===== config.mk =====
export PLATFORM = sky130hd
export DESIGN_NAME = dense_accumulator
export DESIGN_NICKNAME = d
export VERILOG_FILES = /design/src/rtl/dense_accumulator.sv
export SDC_FILE = /design/constraint.sdc
export NUM_CORES = 1
export LEC_CHECK = 0
export ABC_AREA = 1
export CAP_MARGIN = 20
export CORE_ASPECT_RATIO = 1.25
export CORE_MARGIN = 5
export CORE_UTILIZATION = 45
export CTS_BUF_LIST = sky130_fd_sc_hd__clkbuf_2 sky130_fd_sc_hd__clkbuf_4 sky130_fd_sc_hd__clkbuf_8
export DETAILED_ROUTE_END_ITERATION = 10
export PLACE_DENSITY = 0.85
export RECOVER_POWER = 100
export SLEW_MARGIN = 20
export SYNTH_ARGS = -nofsm -noshare
export SYNTH_HDL_FRONTEND = slang
export SYNTH_SLANG_ARGS = --single-unit

===== constraint.sdc =====
create_clock -name clk -period 2.5 [get_ports clk]
set_input_delay 0.625 -clock clk [delete_from_list [all_inputs] [get_ports clk]]
set_output_delay 0.625 -clock clk [all_outputs]
set_load 0.03 [all_outputs]

===== src/rtl/dense_accumulator.sv =====
`default_nettype none
// ============================================================================
// Module  : dense_accumulator
// Purpose : Sums N_IN dual-rail product vectors per lane, emits dual-rail sums.
// Revision: 1.0
// ============================================================================
module dense_accumulator #(
    parameter int BIT_DATA = 8,
    parameter int KSIZE    = 4,
    parameter int N_IN     = 16,
    parameter int BIT_ACC  = 20
) (
    input  logic                        clk,
    input  logic                        reset,
    input  logic [2*BIT_DATA*KSIZE-1:0] xt,
    input  logic [2*BIT_DATA*KSIZE-1:0] xf,
    output logic                        ack_prev,
    output logic [BIT_ACC*KSIZE-1:0]    yt,
    output logic [BIT_ACC*KSIZE-1:0]    yf,
    input  logic                        ack_nxt,
    output logic                        err,
    output logic [15:0]                 cnt
);

    localparam int          c_bitm = 2 * BIT_DATA;
    localparam logic [15:0] c_n_in = 16'(N_IN);

    typedef enum logic [1:0] {
        S_WAIT_DATA = 2'd0,
        S_WAIT_NULL = 2'd1,
        S_EMIT      = 2'd2,
        S_RTZ       = 2'd3
    } state_t;

    state_t                       r_state;
    logic [BIT_ACC-1:0]           r_acc [KSIZE];
    logic [15:0]                  r_cnt;
    logic                         r_ack_prev;
    logic                         r_err;
    logic [BIT_ACC*KSIZE-1:0]     r_yt;
    logic [BIT_ACC*KSIZE-1:0]     r_yf;

    logic                         w_complete;
    logic                         w_null;
    logic                         w_illegal;
    logic [BIT_ACC-1:0]           w_prod_ext [KSIZE];
    logic [BIT_ACC*KSIZE-1:0]     w_acc_flat;

    // Anything that is none of these three is a partially arrived codeword.
    assign w_complete = (xf == ~xt);
    assign w_null     = (xt == '0) && (xf == '0);
    assign w_illegal  = |(xt & xf);

    for (genvar g = 0; g < KSIZE; g++) begin : g_lane
        assign w_prod_ext[g] = {{(BIT_ACC - c_bitm){xt[c_bitm*(g+1)-1]}},
                                xt[c_bitm*g +: c_bitm]};
        assign w_acc_flat[BIT_ACC*g +: BIT_ACC] = r_acc[g];
    end

    always_ff @(posedge clk) begin
        if (reset) begin
            r_state    <= S_WAIT_DATA;
            r_cnt      <= '0;
            r_ack_prev <= 1'b0;
            r_err      <= 1'b0;
            r_yt       <= '0;
            r_yf       <= '0;
            for (int i = 0; i < KSIZE; i++) begin
                r_acc[i] <= '0;
            end
        end else begin
            case (r_state)
                S_WAIT_DATA: begin
                    if (w_complete) begin
                        for (int i = 0; i < KSIZE; i++) begin
                            r_acc[i] <= r_acc[i] + w_prod_ext[i];
                        end
                        r_cnt      <= r_cnt + 16'd1;
                        r_ack_prev <= 1'b1;
                        r_state    <= S_WAIT_NULL;
                    end else if (w_illegal) begin
                        r_err <= 1'b1;
                    end
                end
                S_WAIT_NULL: begin
                    if (w_null) begin
                        r_ack_prev <= 1'b0;
                        if (r_cnt == c_n_in) begin
                            r_yt    <= w_acc_flat;
                            r_yf    <= ~w_acc_flat;
                            r_state <= S_EMIT;
                        end else begin
                            r_state <= S_WAIT_DATA;
                        end
                    end
                end
                S_EMIT: begin
                    // Upstream stays unacknowledged until the sum is retired.
                    if (ack_nxt) begin
                        r_yt    <= '0;
                        r_yf    <= '0;
                        r_state <= S_RTZ;
                    end
                end
                S_RTZ: begin
                    if (!ack_nxt) begin
                        for (int i = 0; i < KSIZE; i++) begin
                            r_acc[i] <= '0;
                        end
                        r_cnt   <= '0;
                        r_state <= S_WAIT_DATA;
                    end
                end
                default: r_state <= S_WAIT_DATA;
            endcase
        end
    end

    assign ack_prev = r_ack_prev;
    assign yt       = r_yt;
    assign yf       = r_yf;
    assign err      = r_err;
    assign cnt      = r_cnt;

endmodule
`default_nettype wire


==> impl_metrics.py <==
metrics = {
    "outcome": {
        "status": "complete, no violations",
    },
    "global_route": {
        "grt_pass1_vias": 18470,
        "grt_max_degree": 162,
        "grt.total_usage": 0.2832,
        "grt_pass1_wl_mm": 94.31,
        "overflow": 0,
        "antenna_found_initial": 1,
    },
    "finish": {
        "layout-drive-gt1-share": 0.1550,
        "syn2layout_area_growth_pct": 43.89,
        "final_nets": 3128,
        "final_cell_mix": "518 x nand2_1, 303 x a21oi_1, 287 x buf_4",
        "utilization": 0.6554,
        "final_common_cell": "nand2_1",
        "finish.instance_area_mm2": 0.02324,
        "finalNonFillerCells": 3359,
    },
    "sta": {
        "min_period_ps": 2464,
        "maxSlewViolCount": 0,
        "finClkSkew_ps": 15.57,
        "fin_ws_ps": 36.48,
        "hold_viol": 0,
        "fmaxAchievable_mhz": 405.9,
        "setup_viol": 0,
        "tightestPinTransition_ps": 875.8,
        "max_slew_margin": 0.4161,
        "post-route-period-util": 0.9854,
    },
    "place": {
        "numPortBuffers": 308,
        "placed_cell_area_mm2": 0.02195,
        "place_inst": 3273,
        "place_congestion": 0.9642,
        "dp_worst_setup_slack_ps": -815.2,
        "dp_hpwl_mm": 45.65,
    },
    "power_and_ir_drop": {
        "power_frac_comb": 0.173,
        "ir_drop_mv": 0.3342,
        "p_total_mw": 10.30,
        "clkPwrFrac": 0.409,
        "swShare": 0.2738,
        "power.internal_mw": 7.482,
        "p_switching_mw": 2.821,
        "p_seq_frac": 0.418,
        "p_leak_nw": 9.902,
        "power_density_mw_per_mm2": 443.4,
    },
    "critical_path": {
        "crit_path_max_fanout": 17,
        "cp_common_cell": "nand2_1",
        "critPathCaptureType": "register",
        "worst_setup_path_start_kind": "primary input",
        "slowest_delay_ps": 450,
        "reg2regPathDepth": 10,
        "cp.required_ps": 2900,
        "r2r_slack_ps": 220,
        "path_cells": "clkdlybuf4s50_1, ha_1, nand2_1, nor2_1, nand4_1, nor2_2, nand2_1, nor2_4, nand3_4, buf_4, a21oi_1",
        "r2r-end": "r_acc[2][10]",
        "critPathKind": "in -> reg",
        "worstReg2RegStart": "r_acc[2][9]",
        "cp_slowest_cell": "clkdlybuf4s50_1",
        "cp.arrival_ps": 2860,
        "path_delay_family": "simple AND/OR/NAND/NOR gates",
        "crit_buf_inv": 2,
    },
    "synthesis": {
        "synth_nets": 2567,
        "ys_seq_area_frac": 0.3471,
        "ys_types": 35,
        "synth_compound_area_frac": 0.1257,
        "synth_cells": 2290,
        "synth_xor_area_frac": 0.01790,
        "synth_flop_cell": "dfxtp_1",
        "yosys.area_share.adder": 0.1150,
        "ys_ff_latch": 260,
        "async_reset_ff_frac": 0,
        "synth_edf_count": 40,
        "synth_top_family_by_area": "simple AND/OR/NAND/NOR gates",
        "synth.mux.area_fraction": 0,
        "yosys_warnings": 0,
        "synthSimpleGateAreaFrac": 0.3181,
        "syn_area_mm2": 0.01615,
        "synth.avg_cell_area_um2": 7.052,
    },
    "cts": {
        "cts_root_buf": "clkbuf_8",
        "h-tree-depth": 2,
        "clk_latency_ps": 580,
        "cts.path.max_buffers": 3,
        "clock-sinks": 260,
        "path_clk_slew_ps": 70,
        "numCtsBuffers": 44,
        "cts_tree": "yes",
    },
    "die": {
        "die_y_um": 221.8,
        "core-area_mm2": 0.03545,
        "die_w_um": 179.4,
        "fp.dieArea_mm2": 0.03980,
        "initial_core_util": 0.4555,
        "rows": 77,
        "io_pins": 309,
    },
    "route": {
        "vias": 18520,
        "totalWireLength_mm": 60.19,
        "drcViolationCount": 0,
        "drt_iter0_markers": 1214,
        "first_pass_iters": 7,
        "routed_via_density": 5.512,
        "ant_nets": 0,
        "wire_per_inst_um": 17.92,
    },
    "worst_hold_path": {
        "whs_endpoint": "err",
        "holdCritPathClass": "in -> reg",
        "min_path_cells": 2,
        "hp-start": "reset",
    },
    "flow_run": {
        "drv_cap": 0,
    },
}
==> power by group through the flow <==
stage / Combinational [mW] / Clock (mW) / Sequential, mW
floorplan: 0.747 / 0 / 4.38
global placement: 1.67 / 0 / 4.39
detailed placement: 1.71 / 0 / 4.40
CTS: 1.72 / 4.26 / 4.30
global route: 1.94 / 4.46 / 4.31
finish: 1.78 / 4.21 / 4.31
==> registers in the layout (all words and copies together), names as in the netlist, named ones only <==
name	flops
r_state	1
r_acc	80
err	1
cnt	16
yt	80
ack_prev	1
yf	80
==> kinds of logic (layout without fill, tap and decap cells) <==
| group | after synthesis | after routing |
|---|---|---|
| and+or+nand+nor | 1149 | 1149 |
| adders and majority gates | 146 | 146 |
| DFF | 260 | 260 |
| AOI/OAI and AO/OA | 390 | 390 |
| other | 0 | 2 |
| buffers and inverters | 312 | 905 |
| xor gates and xnor gates | 33 | 33 |
==> Yosys cell counts (7+ instances only) <==
| cell | n | area (µm²) |
|---|---|---|
| nand2_1 | 526 | 1974 |
| a21oi_1 | 310 | 1551 |
| nor2_1 | 227 | 852.1 |
| dfxtp_1 | 220 | 4404 |
| nand4_1 | 202 | 1264 |
| inv_1 | 199 | 747.0 |
| ha_1 | 142 | 1777 |
| nand3_1 | 127 | 635.6 |
| clkbuf_1 | 69 | 259.0 |
| o21ai_0 | 47 | 235.2 |
| edfxtp_1 | 40 | 1201 |
| buf_2 | 35 | 175.2 |
| xor2_1 | 28 | 245.2 |
| nor4_1 | 22 | 137.6 |
| nor3_1 | 20 | 100.1 |
| or2_2 | 13 | 81.33 |
| o21bai_1 | 9 | 67.56 |
| a21o_1 | 7 | 52.55 |
| nand3b_1 | 7 | 52.55 |
==> routing by layer <==
metal	share of wire	track usage	vias to the layer above
met5	0	0	-
met1	0.38	0.3154	8635
met3	0.053	0.04332	209
li1	-	-	8971
met4	0.052	0.1271	0
met2	0.51	0.5290	701
==> layout make-up <==
cell class,count,area [µm²]
well taps,474,593.1
fillers,3007,12220
clock buffers,63,823.3
diodes,2,5.005
repair buffers,627,5814
multi-input cells,1718,9507
inverters,200,758.2
clock inverters,15,130.1
flip-flops and latches,260,5605
==> how the worst max path moves through the flow <==
stage / slack [ps] / cells past startpoint / from / to
after CTS: 7 / 13 / xt[49] / yt[76]
after global routing: -30 / 14 / xt[52] / yf[1]
after global placement: -770 / 15 / xf[28] / cnt[5]
final: 40 / 11 / xt[52] / r_acc[2][11]
after floorplan: 80 / 10 / xt[5] / r_acc[1][0]
after detailed placement: -820 / 13 / xf[28] / r_acc[0][12]
==> repair_timing <==
item | in CTS | in global routing
pin swaps | 4 | 17
endpoints found under the setup margin | 112 | 276
hold buffers | 0 | 0
buffers inserted | 0 | 4
gates resized for setup | 13 | 63
gates cloned | 0 | 2
==> stage by stage <==
stage,TNS [ps],hold WS (ps)
2_1_floorplan,0,461.0
3_3_place_gp,-171580,448.5
3_5_place_dp,-185700,452.1
4_1_cts,0,293.0
5_1_grt,-73.46,312.3
6_report,0,319.4
(Power assumes the default switching activity.)
